$ cat src/rtl/whack_a_mole_core.sv
// Whack-a-mole game engine: game FSM, LFSR mole spawner, per-slot lifetimes, BCD timer and score.
// Optional feature: define WAM_COMBO_EN for combo scoring (5th consecutive hit scores +2).
module whack_a_mole_core #(
    parameter int          GRID_W     = 3,
    parameter int          MOLES      = 2,
    parameter int          GAME_SECS  = 30,
    parameter int          LIFE_TICKS = 100,
    parameter int          LIFE_MIN   = 25,
    parameter int          LIFE_STEP  = 5,
    parameter logic [15:0] SEED       = 16'hACE1
) (
    input  logic                    clk,
    input  logic                    rst,
    input  logic                    tick_50,
    input  logic                    tick_1,
    input  logic                    start,
    input  logic                    key_valid,
    input  logic [GRID_W-1:0]       key_row,
    input  logic [GRID_W-1:0]       key_col,
    output logic [MOLES-1:0]        mole_vld,
    output logic [MOLES*GRID_W-1:0] mole_row,
    output logic [MOLES*GRID_W-1:0] mole_col,
    output logic                    hit,
    output logic                    miss,
    output logic [1:0]              state,
    output logic [3:0]              time_shi,
    output logic [3:0]              time_ge,
    output logic [3:0]              score_shi,
    output logic [3:0]              score_ge
);

    localparam logic [1:0]  S_IDLE     = 2'b00;
    localparam logic [1:0]  S_PLAY     = 2'b01;
    localparam logic [1:0]  S_OVER     = 2'b10;
    localparam logic [15:0] SEED_NZ    = (SEED == 16'h0000) ? 16'h0001 : SEED;
    localparam logic [15:0] LFSR_TAPS  = 16'hB400;
    localparam logic [3:0]  SECS_SHI   = 4'(GAME_SECS / 10);
    localparam logic [3:0]  SECS_GE    = 4'(GAME_SECS % 10);
    localparam logic [7:0]  LIFE_INIT  = 8'(LIFE_TICKS);
    localparam logic [7:0]  LIFE_FLOOR = 8'(LIFE_MIN);
    localparam logic [7:0]  LIFE_DEC   = 8'(LIFE_STEP);
    localparam logic [8:0]  LIFE_KNEE  = 9'(LIFE_MIN + LIFE_STEP);

    logic [15:0]       lfsr;
    logic [15:0]       lfsr_next;
    logic [7:0]        life [MOLES];
    logic [7:0]        cur_life;
    logic              in_play;
    logic              do_tick;
    logic              do_key;
    logic              last_sec;
    logic [GRID_W-1:0] spawn_row;
    logic [GRID_W-1:0] spawn_col;
    logic [MOLES-1:0]  spawn_sel;
    logic [MOLES-1:0]  hit_sel;
    logic [MOLES-1:0]  expire;
    logic              spawn_clash;
    logic              spawn_go;
    logic              hit_any;
    logic              miss_any;
    logic              life_wrap;
    logic [7:0]        score_inc;
    logic [7:0]        score_sum;
    logic [3:0]        score_shi_nx;
    logic [3:0]        score_ge_nx;

`ifdef WAM_COMBO_EN
    logic [2:0] combo;
    logic       combo_bonus;

    assign combo_bonus = (combo == 3'd4);
    assign score_inc   = combo_bonus ? 8'd2 : 8'd1;
`else
    assign score_inc   = 8'd1;
`endif

    assign lfsr_next = {1'b0, lfsr[15:1]} ^ (lfsr[0] ? LIFE_TAPS_SEL() : 16'h0000);

    function automatic logic [15:0] LIFE_TAPS_SEL();
        return LFSR_TAPS;
    endfunction

    // All slot decisions look at occupancy as it stood at the start of the cycle.
    always_comb begin
        in_play     = (state == S_PLAY);
        do_tick     = in_play && tick_50;
        do_key      = in_play && key_valid;
        last_sec    = in_play && tick_1 && (time_shi == 4'd0) && (time_ge == 4'd1);
        spawn_row   = lfsr[GRID_W-1:0];
        spawn_col   = lfsr[2*GRID_W-1:GRID_W];
        spawn_clash = 1'b0;
        spawn_sel   = '0;
        hit_sel     = '0;
        expire      = '0;
        for (int i = MOLES - 1; i >= 0; i--) begin
            if (mole_vld[i] && (mole_row[i*GRID_W +: GRID_W] == spawn_row) &&
                (mole_col[i*GRID_W +: GRID_W] == spawn_col)) begin
                spawn_clash = 1'b1;
            end
            if (!mole_vld[i]) begin
                spawn_sel    = '0;
                spawn_sel[i] = 1'b1;
            end
            if (do_key && mole_vld[i] && (mole_row[i*GRID_W +: GRID_W] == key_row) &&
                (mole_col[i*GRID_W +: GRID_W] == key_col)) begin
                hit_sel    = '0;
                hit_sel[i] = 1'b1;
            end
        end
        hit_any = (hit_sel != '0);
        for (int i = 0; i < MOLES; i++) begin
            expire[i] = do_tick && mole_vld[i] && (life[i] == 8'd1) && !hit_sel[i];
        end
        miss_any     = (expire != '0);
        spawn_go     = do_tick && !spawn_clash && (spawn_sel != '0);
        score_sum    = (8'(score_shi) * 8'd10) + 8'(score_ge) + score_inc;
        if (score_sum > 8'd99) begin
            score_sum = 8'd99;
        end
        score_shi_nx = 4'(score_sum / 8'd10);
        score_ge_nx  = 4'(score_sum % 8'd10);
        life_wrap    = (score_shi_nx != score_shi);
    end

    always_ff @(posedge clk) begin
        if (rst) begin
            lfsr      <= SEED_NZ;
            state     <= S_IDLE;
            mole_vld  <= '0;
            mole_row  <= '0;
            mole_col  <= '0;
            hit       <= 1'b0;
            miss      <= 1'b0;
            time_shi  <= 4'd0;
            time_ge   <= 4'd0;
            score_shi <= 4'd0;
            score_ge  <= 4'd0;
            cur_life  <= LIFE_INIT;
            for (int i = 0; i < MOLES; i++) begin
                life[i] <= 8'd0;
            end
`ifdef WAM_COMBO_EN
            combo     <= 3'd0;
`endif
        end else begin
            lfsr <= lfsr_next;
            hit  <= hit_any;
            miss <= miss_any;
            case (state)
                S_IDLE, S_OVER: begin
                    mole_vld <= '0;
                    if (start) begin
                        state     <= S_PLAY;
                        time_shi  <= SECS_SHI;
                        time_ge   <= SECS_GE;
                        score_shi <= 4'd0;
                        score_ge  <= 4'd0;
                        cur_life  <= LIFE_INIT;
`ifdef WAM_COMBO_EN
                        combo     <= 3'd0;
`endif
                    end
                end
                S_PLAY: begin
                    if (hit_any) begin
                        score_shi <= score_shi_nx;
                        score_ge  <= score_ge_nx;
                        if (life_wrap) begin
                            cur_life <= ({1'b0, cur_life} >= LIFE_KNEE) ? cur_life - LIFE_DEC
                                                                        : LIFE_FLOOR;
                        end
                    end
`ifdef WAM_COMBO_EN
                    if (miss_any) begin
                        combo <= 3'd0;
                    end else if (hit_any) begin
                        combo <= combo_bonus ? 3'd0 : combo + 3'd1;
                    end
`endif
                    for (int i = 0; i < MOLES; i++) begin
                        if (do_tick && mole_vld[i]) begin
                            life[i] <= life[i] - 8'd1;
                        end
                        if (expire[i] || hit_sel[i]) begin
                            mole_vld[i] <= 1'b0;
                        end
                        if (spawn_go && spawn_sel[i]) begin
                            mole_vld[i]                   <= 1'b1;
                            mole_row[i*GRID_W +: GRID_W] <= spawn_row;
                            mole_col[i*GRID_W +: GRID_W] <= spawn_col;
                            life[i]                       <= cur_life;
                        end
                    end
                    // The final second empties the board on the same edge that ends the game.
                    if (tick_1) begin
                        if (last_sec) begin
                            time_ge  <= 4'd0;
                            state    <= S_OVER;
                            mole_vld <= '0;
                        end else if (time_ge == 4'd0) begin
                            time_ge  <= 4'd9;
                            time_shi <= time_shi - 4'd1;
                        end else begin
                            time_ge  <= time_ge - 4'd1;
                        end
                    end
                end
                default: begin
                    state    <= S_IDLE;
                    mole_vld <= '0;
                end
            endcase
        end
    end

endmodule

$ cat config.mk
export PLATFORM = sky130hd
export DESIGN_NAME = whack_a_mole_core
export DESIGN_NICKNAME = d
export VERILOG_FILES = /design/src/rtl/whack_a_mole_core.sv
export SDC_FILE = /design/constraint.sdc
export NUM_CORES = 1
export LEC_CHECK = 0
export ABC_AREA = 1
export CAP_MARGIN = 25
export CORE_MARGIN = 8
export CORE_UTILIZATION = 58
export DETAILED_ROUTE_END_ITERATION = 10
export DONT_BUFFER_PORTS = 1
export GPL_ROUTABILITY_DRIVEN = 0
export PLACE_DENSITY_LB_ADDON = 0.15
export SETUP_SLACK_MARGIN = 0.02
export SYNTH_ARGS = -nofsm -noshare
export SYNTH_HDL_FRONTEND = slang
export SYNTH_SLANG_ARGS = --single-unit
$ cat constraint.sdc
create_clock -name clk -period 3.3 [get_ports clk]
set_clock_uncertainty 0.15 [all_clocks]
set_input_delay 0.165 -clock clk [delete_from_list [all_inputs] [get_ports clk]]
set_output_delay 0.165 -clock clk [all_outputs]
set_load 0.01 [all_outputs]
After elaboration in Yosys (flattened, before gate mapping)
Memory sizes are Yosys's and may differ from the RTL's.
Index checks and enable logic that the tools add are counted.
Widths: inputs -> output; s select.
{"block": "totals", "word_cells": 159, "rom_bits": 0, "output_inout_bits": 34, "ff_bits": 58, "in_bits": 12, "latch_bits": 0, "ram_bits": 16, "memories": 1}
{"block": "classes", "mux": 59, "n_reduce_logical": 46, "n_eq_ne": 21, "addsub": 7, "div_mod_pow": 2, "magnitude_cmp": 2, "shift": 0, "bitwise": 6, "n_mul": 1}
{"name": "life", "depth": 2, "width": 8, "rd": 2, "rd_ports_with_merged_regs": 0, "wr": 2, "line": "46", "source": "logic [7:0] life [MOLES];"}
{"op": "$mux 8", "n": 9}
{"op": "$mux 4", "n": 10}
{"op": "$pmux 4 s2", "n": 4}
{"op": "$logic_and 1x1->1", "n": 25}
{"op": "$eq 3x3->1", "n": 8}
{"op": "$mux 1", "n": 24}
{"op": "$mux 2", "n": 9}
{"op": "$eq 8x1->1 const B", "n": 2}
{"op": "$mux 16", "n": 1}
{"op": "$pmux 8 s2", "n": 1}
{"op": "$sub 8x1->8 const B", "n": 2}
{"op": "$xor 15x16->16", "n": 1}
{"op": "$reduce_and 3->1", "n": 3}
{"op": "$add 8x1->8 const B", "n": 1}
{"op": "$add 8x4->8", "n": 1}
{"op": "$div 8x4->8 const B", "n": 1}
{"op": "$ge 8x5->1 const B", "n": 1}
{"op": "$gt 8x7->1 const B", "n": 1}
{"op": "$logic_not 4->1", "n": 2}
{"op": "$mod 8x4->8 const B", "n": 1}
{"op": "$ne 2x1->1 const B", "n": 4}
{"op": "$reduce_bool 2->1", "n": 4}
{"op": "$sub 4x1->4 const B", "n": 2}
{"op": "$sub 8x3->8 const B", "n": 1}
{"op": "other kinds (16)", "n": 26}

Logic depth before layout (Yosys ltp)
Gate-level depths: netlist (run 1).
{"block": "depth", "depth_word": 14, "mapped_depth": 28, "mapped_depth_nobuf": 28}

Worst setup path after synthesis (run 1)
OpenSTA, ideal clock, no wires.
{"block": "synth_timing", "path_kind": "reg-to-reg", "startpoint": "register score_shi[3]", "endpoint": "register cur_life[3]", "arrival_ps": 3434, "period_less_slack_ps": 3695, "required_time_ps": 3039, "stages_incl_launch_ff": 29, "setup_slack_ps": -395, "cell_sequence": "dfxtp_1 -> ha_1 -> ha_1 -> inv_1 -> fa_1 -> nor2_1 -> nand3b_1 -> nand2_1 -> nand2_1 -> nand2_2 -> nand3_2 -> nor2_2 -> nor2_2 -> nand3_2 -> nand2_2 -> nand2_4 -> nand3_2 -> nand2_4 -> nand3_2 -> nand2_2 -> nand2_2 -> nand2_4 -> nand2_4 -> nand2_4 -> nand3_4 -> nand2_4 -> inv_4 -> nor2_2 -> nor2_2"}
{"block": "synth_via", "elab_chain_len": 9}
{"item": "start, declared", "line": "28", "source": "output logic [3:0] score_shi,"}
{"item": "start signal, assigned", "line": "166", "source": "score_shi <= score_shi_nx;"}
{"item": "$mul 4x3->7", "line": "116", "source": "score_sum = (8'(score_shi) * 8'd10) + 8'(score_ge) + score_inc;"}
{"item": "$add 8x4->8", "line": "116"}
{"item": "$add 8x1->8", "line": "116"}
{"item": "$gt 8x7->1", "line": "117", "source": "if (score_sum > 8'd99) begin"}
{"item": "$mux 8", "line": "117"}
{"item": "$div 8x4->8", "line": "120", "source": "score_shi_nx = 4'(score_sum / 8'd10);"}
{"item": "$ne 4x4->1 *", "line": "122", "source": "life_wrap = (score_shi_nx != score_shi);"}
{"item": "$ne 2x1->1 (no line) *"}
{"item": "$reduce_and 4->1 (no line) *"}
{"item": "end signal, assigned", "line": "169", "source": "cur_life <= ({1'b0, cur_life} >= LIFE_KNEE) ? cur_life - LIFE_DEC"}
{"item": "end, declared", "line": "47", "source": "logic [7:0] cur_life;"}
Mark *: on every way between the ends. The rest lies on a longest branch, timed or not.
A chain may end at the register's enable or synchronous reset.

Worst setup path after layout (run 1)
{"block": "layout_timing", "startpoint": "register score_shi[1]", "endpoint": "register cur_life[0]"}
Same word-level chain as after synthesis.

==> results.md, run 1 <==
* Outcome: finished with violations
* Violated checks: negative hold slack, negative setup slack
* Core Area at 7770 µm²
* Buffers on Ports at 0
* TritonRoute pass-1 iters at 7
* Mapped Area at 4690 µm²
* Crit path required time at 3.40 ns
* Hold Vio Cnt, Final at 12
* Via count at 4460
* Number of max-cap violations at 0
* Async SR Flop Fraction at 0%
* Ys flop type: dfxtp_1
* CP peak stage delay at 0.56 ns
* Layout area overhead at 20.0%
* Total wire length at 12000 µm
* CP max stage cell: fa_2
* Post-Syn Instances at 642
* Post-route clock period utilization at 109%
* Fill cells at 625
* EDFF count, synth at 16
* CP Data Arrival Time at 3.70 ns
* Setup crit start kind: register
* Final min period at 3.60 ns
* Setup tns final at -3.10 ns
* Post-DP Area at 5060 µm²
* Die Span Y at 106 µm
* Initial antenna violation count at 0
* Static leakage at 2.56 nW
* R2R Setup Slk at -0.30 ns
* Max VDD drop at 0.342 mV
* First-pass GRT wire length at 20500 µm
* Final routed DRC violation total at 0
* CP Capture Type: register
* Vias in the first global route at 4376
* Netlist cell types at 45
* Sequential share of the synthesized area at 35.0%
* Die W at 106 µm
* Finish-stage setup viols at 12
* Die area at 11200 µm²
* RSZ-0062 raised after global routing: yes
* CTS tree: built
* Ys Warns at 0
* CTS hold repair buffers at 22
* Yosys top cell by area: dfxtp_1
* Area share of the largest cell type after synthesis at 24.8%
* DR vias/cell at 5.52
* DRT iter0 DRCs at 272
* Critical path type: register to register
* Worst slew pin tran at 0.683 ns
* WL/cell at 14.9 µm
* Most frequent cells in the layout: 117 x nand2_1, 92 x inv_1, 65 x nor2_1, 53 x dfxtp_1, 35 x buf_4
* GRT overflow at 0
* Most used cell, CP: nand2_4
* Share of cells above drive strength 1 at 19.0%
* Pins Over Slew Limit at 0
* Post-synthesis register bit count at 74
* Hold Slack at -0.255 ns
* DP Wirelength at 8800 µm
* Post-Layout Inst Area at 5620 µm²
* Relative slew margins at 54.3%
* Top post-synthesis cells by area: dfxtp_1 25%, edfxtp_1 10%, nand2_1 9.4%
* Synth Net Count at 675
* Post-route ant nets at 0
* Fin worst setup slack at -0.298 ns
* Worst Path Max Fanout at 7
* Row cnt at 32
* Reg clk slew, reported paths at 0.09 ns
* Placed cells at 762
* Nets@finish at 734
* Hold WC Path Type: input pin to register
* Pre-CTS setup slack at -0.335 ns
* Non-filler cells, final at 808
* CTS HTree Levels at 3
* Initial core utilization at 60.4%
* Syn avg cell area at 7.30 µm²
* Ant diodes at 0
* Total CTS buffers at 9
* Clk buf depth at 2
* Ports at 46
* Sequence of cells on the critical path: ha_4, ha_4, inv_2, fa_2, nor2_2, nand3b_1, nand2_1, nand2_1, nand2_2, nand3_2, nand2_4, nor2_4, nand3_1, nand3_4, nand2_4, nand2_4, nor2_4, nor3_4, nand3_4, nand2_4, inv_4, nor2_2, nor2_2
* Power density over the cells at 462 nW/µm²
* F_max at 278 MHz
* Commonest non-fill, non-tap cell in the layout: nand2_1
* Clk root buf: clkbuf_8
* CTS Sinks at 74
* All-Layer GR Usage at 21.9%
* Largest net degree at the start of global routing at 36
* Clk_lat worst skew at 0.35 ns
-- layer usage --
| layer | vias up | track usage (%) | routed length, µm |
|---|---|---|---|
| met1 | 2066 | 26.8 | 5170 |
| met4 | 0 | 7.54 | 165 |
| met2 | 144 | 37.4 | 6030 |
| met3 | 16 | 4.59 | 656 |
| met5 | - | 0 | 0 |
| li1 | 2234 | - | - |
-- cell type report --
cell class                 instances  area (µm²)  area share, %
multi-input combinational        454        2710           48.2
sequential                        74        1650           29.4
timing repair buffer              59         514           9.14
inverter                         103         389           6.92
clock buffer                      11         163           2.89
tap                              102         128           2.27
clock inverter                     5        67.6           1.20
-- worst max-delay path, delay by kind of cell (launching register included) --
kind          cells  cell delay (ns)
simple gates     18             1.94
fa+ha+maj         3             0.95
flops             1             0.36
buf+inv           2             0.10
-- per-stage QoR --
stage	util (%)	total power, mW
floorplan	-	1.60
global placement	65.2	1.72
detailed placement	65.2	1.74
CTS	72.1	2.59
global route	72.4	2.76
finish	72.4	2.60
-- where the power goes --
group / total (mW) / switching, mW / internal [mW]
logic: 0.660 / 0.401 / 0.259
clock network: 0.805 / 0.378 / 0.427
registers: 1.13 / 0.118 / 1.01
total: 2.60 / 0.897 / 1.70
-- cell usage after synthesis (2+ instances only) --
cell type	count
xnor2_1	12
nand3_2	9
o22ai_1	19
a221oi_1	2
inv_2	8
or4_1	2
o21ai_0	19
o2111ai_1	3
nor3_1	10
nand3_1	34
fa_1	2
dfxtp_1	58
o21ai_1	4
or3_1	2
o31ai_1	2
clkbuf_1	11
nor2_1	68
nand2_1	118
nand2_2	15
a21oi_1	34
nor4_1	4
nand4_1	9
nand3b_1	4
nor2_2	11
a31oi_1	4
or2_2	6
o211ai_1	4
inv_1	93
nand2_4	8
ha_1	19
a211oi_1	8
edfxtp_1	16
xor2_1	12
-- flip-flops by register name (all words and copies together), names as in the netlist --
| register | flops |
|---|---|
| state | 2 |
| life | 16 |
| lfsr | 16 |
| cur_life | 8 |
| time_shi | 4 |
| score_shi | 4 |
| mole_vld | 2 |
| miss | 1 |
| hit | 1 |
| score_ge | 4 |
| mole_row | 6 |
| mole_col | 6 |
| time_ge | 4 |
-- what timing repair did --
item	4_1_cts	5_1_grt
endpoints found under the setup margin	12	16
setup buffers	6	2
gates resized for setup	9	4
hold endpoints to repair	34	12
pin swaps	23	12
-- cell families after synthesis --
family                     count (synthesis)  share of synthesized area [%]
buffers and inverters                    114                           9.18
DFF                                       74                           35.0
xor gates and xnor gates                  25                           4.83
adders and majority gates                 21                           5.92
AOI/OAI and AO/OA                        103                           13.2
and+or+nand+nor                          305                           31.8
-- final timing paths --
check                         endpoint  cells past startpoint                      start
max           cur_life[0]$_SDFFE_PP0P_                     23  score_shi[1]$_SDFFE_PP0P_
min          score_shi[1]$_SDFFE_PP0P_                      1                        rst
max reg2reg   cur_life[0]$_SDFFE_PP0P_                     23  score_shi[1]$_SDFFE_PP0P_
min reg2reg        lfsr[13]$_SDFF_PP1_                      1        lfsr[14]$_SDFF_PP0_
No activity file was read; power rests on OpenSTA's default activity.
==> run 2, diff against run 1 <==
- CORE_UTILIZATION: 58 -> 60
- REMOVE_ABC_BUFFERS: not set -> 1
- clock period: 3.3 -> 3.7 ns (I/O delays scaled with it)
==> run 2 against run 1 <==
  * The run now ends clean
  * Power shrank 17%
  * Combinational power decreased by 13%
  * Wire length down 1.4%
  * Fmax grew 0.13%
  * Design area shrank 5.1%
  * Clock-buffer cell count up 2
  * Critical path depth up 3
  * Worst setup slack improved by 0.40 ns
  * Via count decreased by 2.6%
  * Clock power shrank 29%
  * Cell count down 4.3%
==> results.md, run 2 (synthesis results as in run 1) <==
* Outcome: complete, no violations
* CP peak stage delay at 0.44 ns (-0.12 ns)
* CP Capture Type: register
* Commonest non-fill, non-tap cell in the layout: nand2_1
* Worst Path Max Fanout at 6 (-1)
* All-Layer GR Usage at 21.5% (-0.37 points)
* Vias in the first global route at 4121 (-5.8%)
* Power density over the cells at 403 nW/µm² (-13%)
* Setup tns final at 0 ns (+3.10 ns)
* DR vias/cell at 5.62 (+1.9%)
* Die W at 104 µm (-1.4%)
* CP Data Arrival Time at 3.69 ns (about the same)
* F_max at 278 MHz (+0.13%)
* Core Area at 7650 µm² (-1.5%)
* Fill cells at 647 (+3.5%)
* Post-layout util at 69.8% (-2.6 points)
* Hold WC Path Type: input pin to register
* Final routed DRC violation total at 0 (unchanged)
* Clk root buf: clkbuf_8
* CTS HTree Levels at 3 (unchanged)
* Critical path type: register to register
* Largest net degree at the start of global routing at 34 (-5.6%)
* Crit path required time at 3.80 ns (+0.40 ns)
* Multi-input logic area at 2800 µm² (+3.5%)
* Initial antenna violation count at 0 (unchanged)
* Nets@finish at 700 (-4.6%)
* First-pass GRT wire length at 19800 µm (-3.6%)
* FF-to-FF path depth at 26 (+13%)
* Ports at 46 (unchanged)
* Post-route ant nets at 0 (unchanged)
* Total wire length at 11900 µm (-1.4%)
* Via count at 4346 (-2.6%)
* Row cnt at 32 (unchanged)
* CTS tree: built
* Register area at 1640 µm² (-0.53%)
* Power after layout at 2.15 mW (-17%)
* TritonRoute pass-1 iters at 5 (-2)
* Clk_lat worst skew at 0.35 ns (about the same)
* Static leakage at 2.36 nW (-7.7%)
* Worst slew pin tran at 0.654 ns (-0.0286 ns)
* Share of cells above drive strength 1 at 17.6% (-1.4 points)
* Most frequent cells in the layout: 113 x nand2_1, 92 x inv_1, 67 x nor2_1, 56 x dfxtp_1, 33 x nand3_1
* Relative slew margins at 56.4% (+2.0 points)
* Total CTS buffers at 9 (unchanged)
* Finish-stage setup viols at 0 (-12)
* DP Wirelength at 8540 µm (-2.9%)
* Pins Over Slew Limit at 0 (unchanged)
* CTS Sinks at 74 (unchanged)
* Hold Vio Cnt, Final at 0 (-12)
* Die area at 10900 µm² (-2.8%)
* Buffers on Ports at 0 (unchanged)
* Hold Path Stages at 5 (+4)
* Setup crit start kind: register
* Top flop regs: lfsr: 16 flops, life: 16 flops, cur_life: 8 flops
* Number of max-cap violations at 0 (unchanged)
* RSZ-0062 raised after global routing: yes
* WL/cell at 15.3 µm (+3.0%)
* Clk buf depth at 2 (unchanged)
* Max VDD drop at 0.350 mV (+2.4%)
* Final min period at 3.59 ns (-0.00485 ns)
* Most used cell, CP: nand2_4
* DRT iter0 DRCs at 310 (+14%)
* CP max stage cell: fa_2
* Die Span Y at 104 µm (-1.4%)
* Post-route clock period utilization at 97.1% (-12 points)
* Ant diodes at 0 (unchanged)
* Layout area overhead at 13.9%
* Initial core utilization at 61.3% (+0.95 points)
* GRT overflow at 0 (unchanged)
* Reg clk slew, reported paths at 0.07 ns (-0.02 ns)
run 2: cell types whose count changed in the layout (fill, tap and decap cells not counted), moves of 3 or more:
cell,before,now
clkbuf_1,0,3
dlygate4sd3_1,22,3
nor2_2,10,6
dfxtp_1,53,56
nand2_4,9,12
nand2_1,117,113
buf_4,35,20
run 2: area by class of cell:
class                      count  share of cell area [%]
clock buffer                  13                    3.00
timing repair buffer          24                    3.75
inverter                     103                    7.33
multi-input combinational    455                    52.5
tap                          102                    2.39
sequential                    74                    30.8
clock inverter                 2                   0.234
run 2: worst paths after layout:
path / end / slack, ns / start
setup / recovery: cur_life[3]$_SDFFE_PP0P_ / 0.11 / score_shi[1]$_SDFFE_PP0P_
hold / removal: time_ge[1]$_SDFFE_PP0P_ / 0.04 / tick_1
setup reg to reg: cur_life[3]$_SDFFE_PP0P_ / 0.11 / score_shi[1]$_SDFFE_PP0P_
hold reg to reg: lfsr[9]$_SDFF_PP0_ / 0.25 / lfsr[10]$_SDFF_PP1_
run 2: routing by layer:
metal	wire length, µm	vias up	global-route usage [%]	part of all wire [%]
met1	4980	2015	26.3	42
met3	771	23	4.77	6.5
li1	-	2169	-	-
met4	257	0	7.34	2.2
met2	5840	139	36.3	49
met5	0	-	0	0
run 2: where the power goes:
group,internal [mW],switching [mW]
Combinational,0.207,0.364
Clock,0.280,0.289
Sequential,0.906,0.103
run 2: worst max-delay path: cells and delay by family, from the launching register on:
family	cells	cell delay, ns
AOI/OAI and AO/OA	2	0.26
and+or+nand+nor	19	1.78
DFF	1	0.34
buffers and inverters	2	0.10
adders and majority gates	3	0.85
run 2: per-stage QoR:
stage	instance area (µm²)	hold WS, ns	cells	setup WS (ns)
global route	5340	0.0431	773	-0.106
detailed placement	4830	0.107	741	-0.0713
CTS	5180	0.0266	769	0.0309
finish	5340	0.0358	773	0.106
global placement	4830	0.105	741	0.102
floorplan	4650	0.0974	631	0.00365
run 2: timing repair:
item                                    CTS  global route
resized for setup                        10            28
endpoints found under the setup margin    8            12
hold buffers                              4             0
endpoints found under the hold margin    34             0
gates cloned                              1             0
setup buffers                             8             4
pin swaps                                21            29
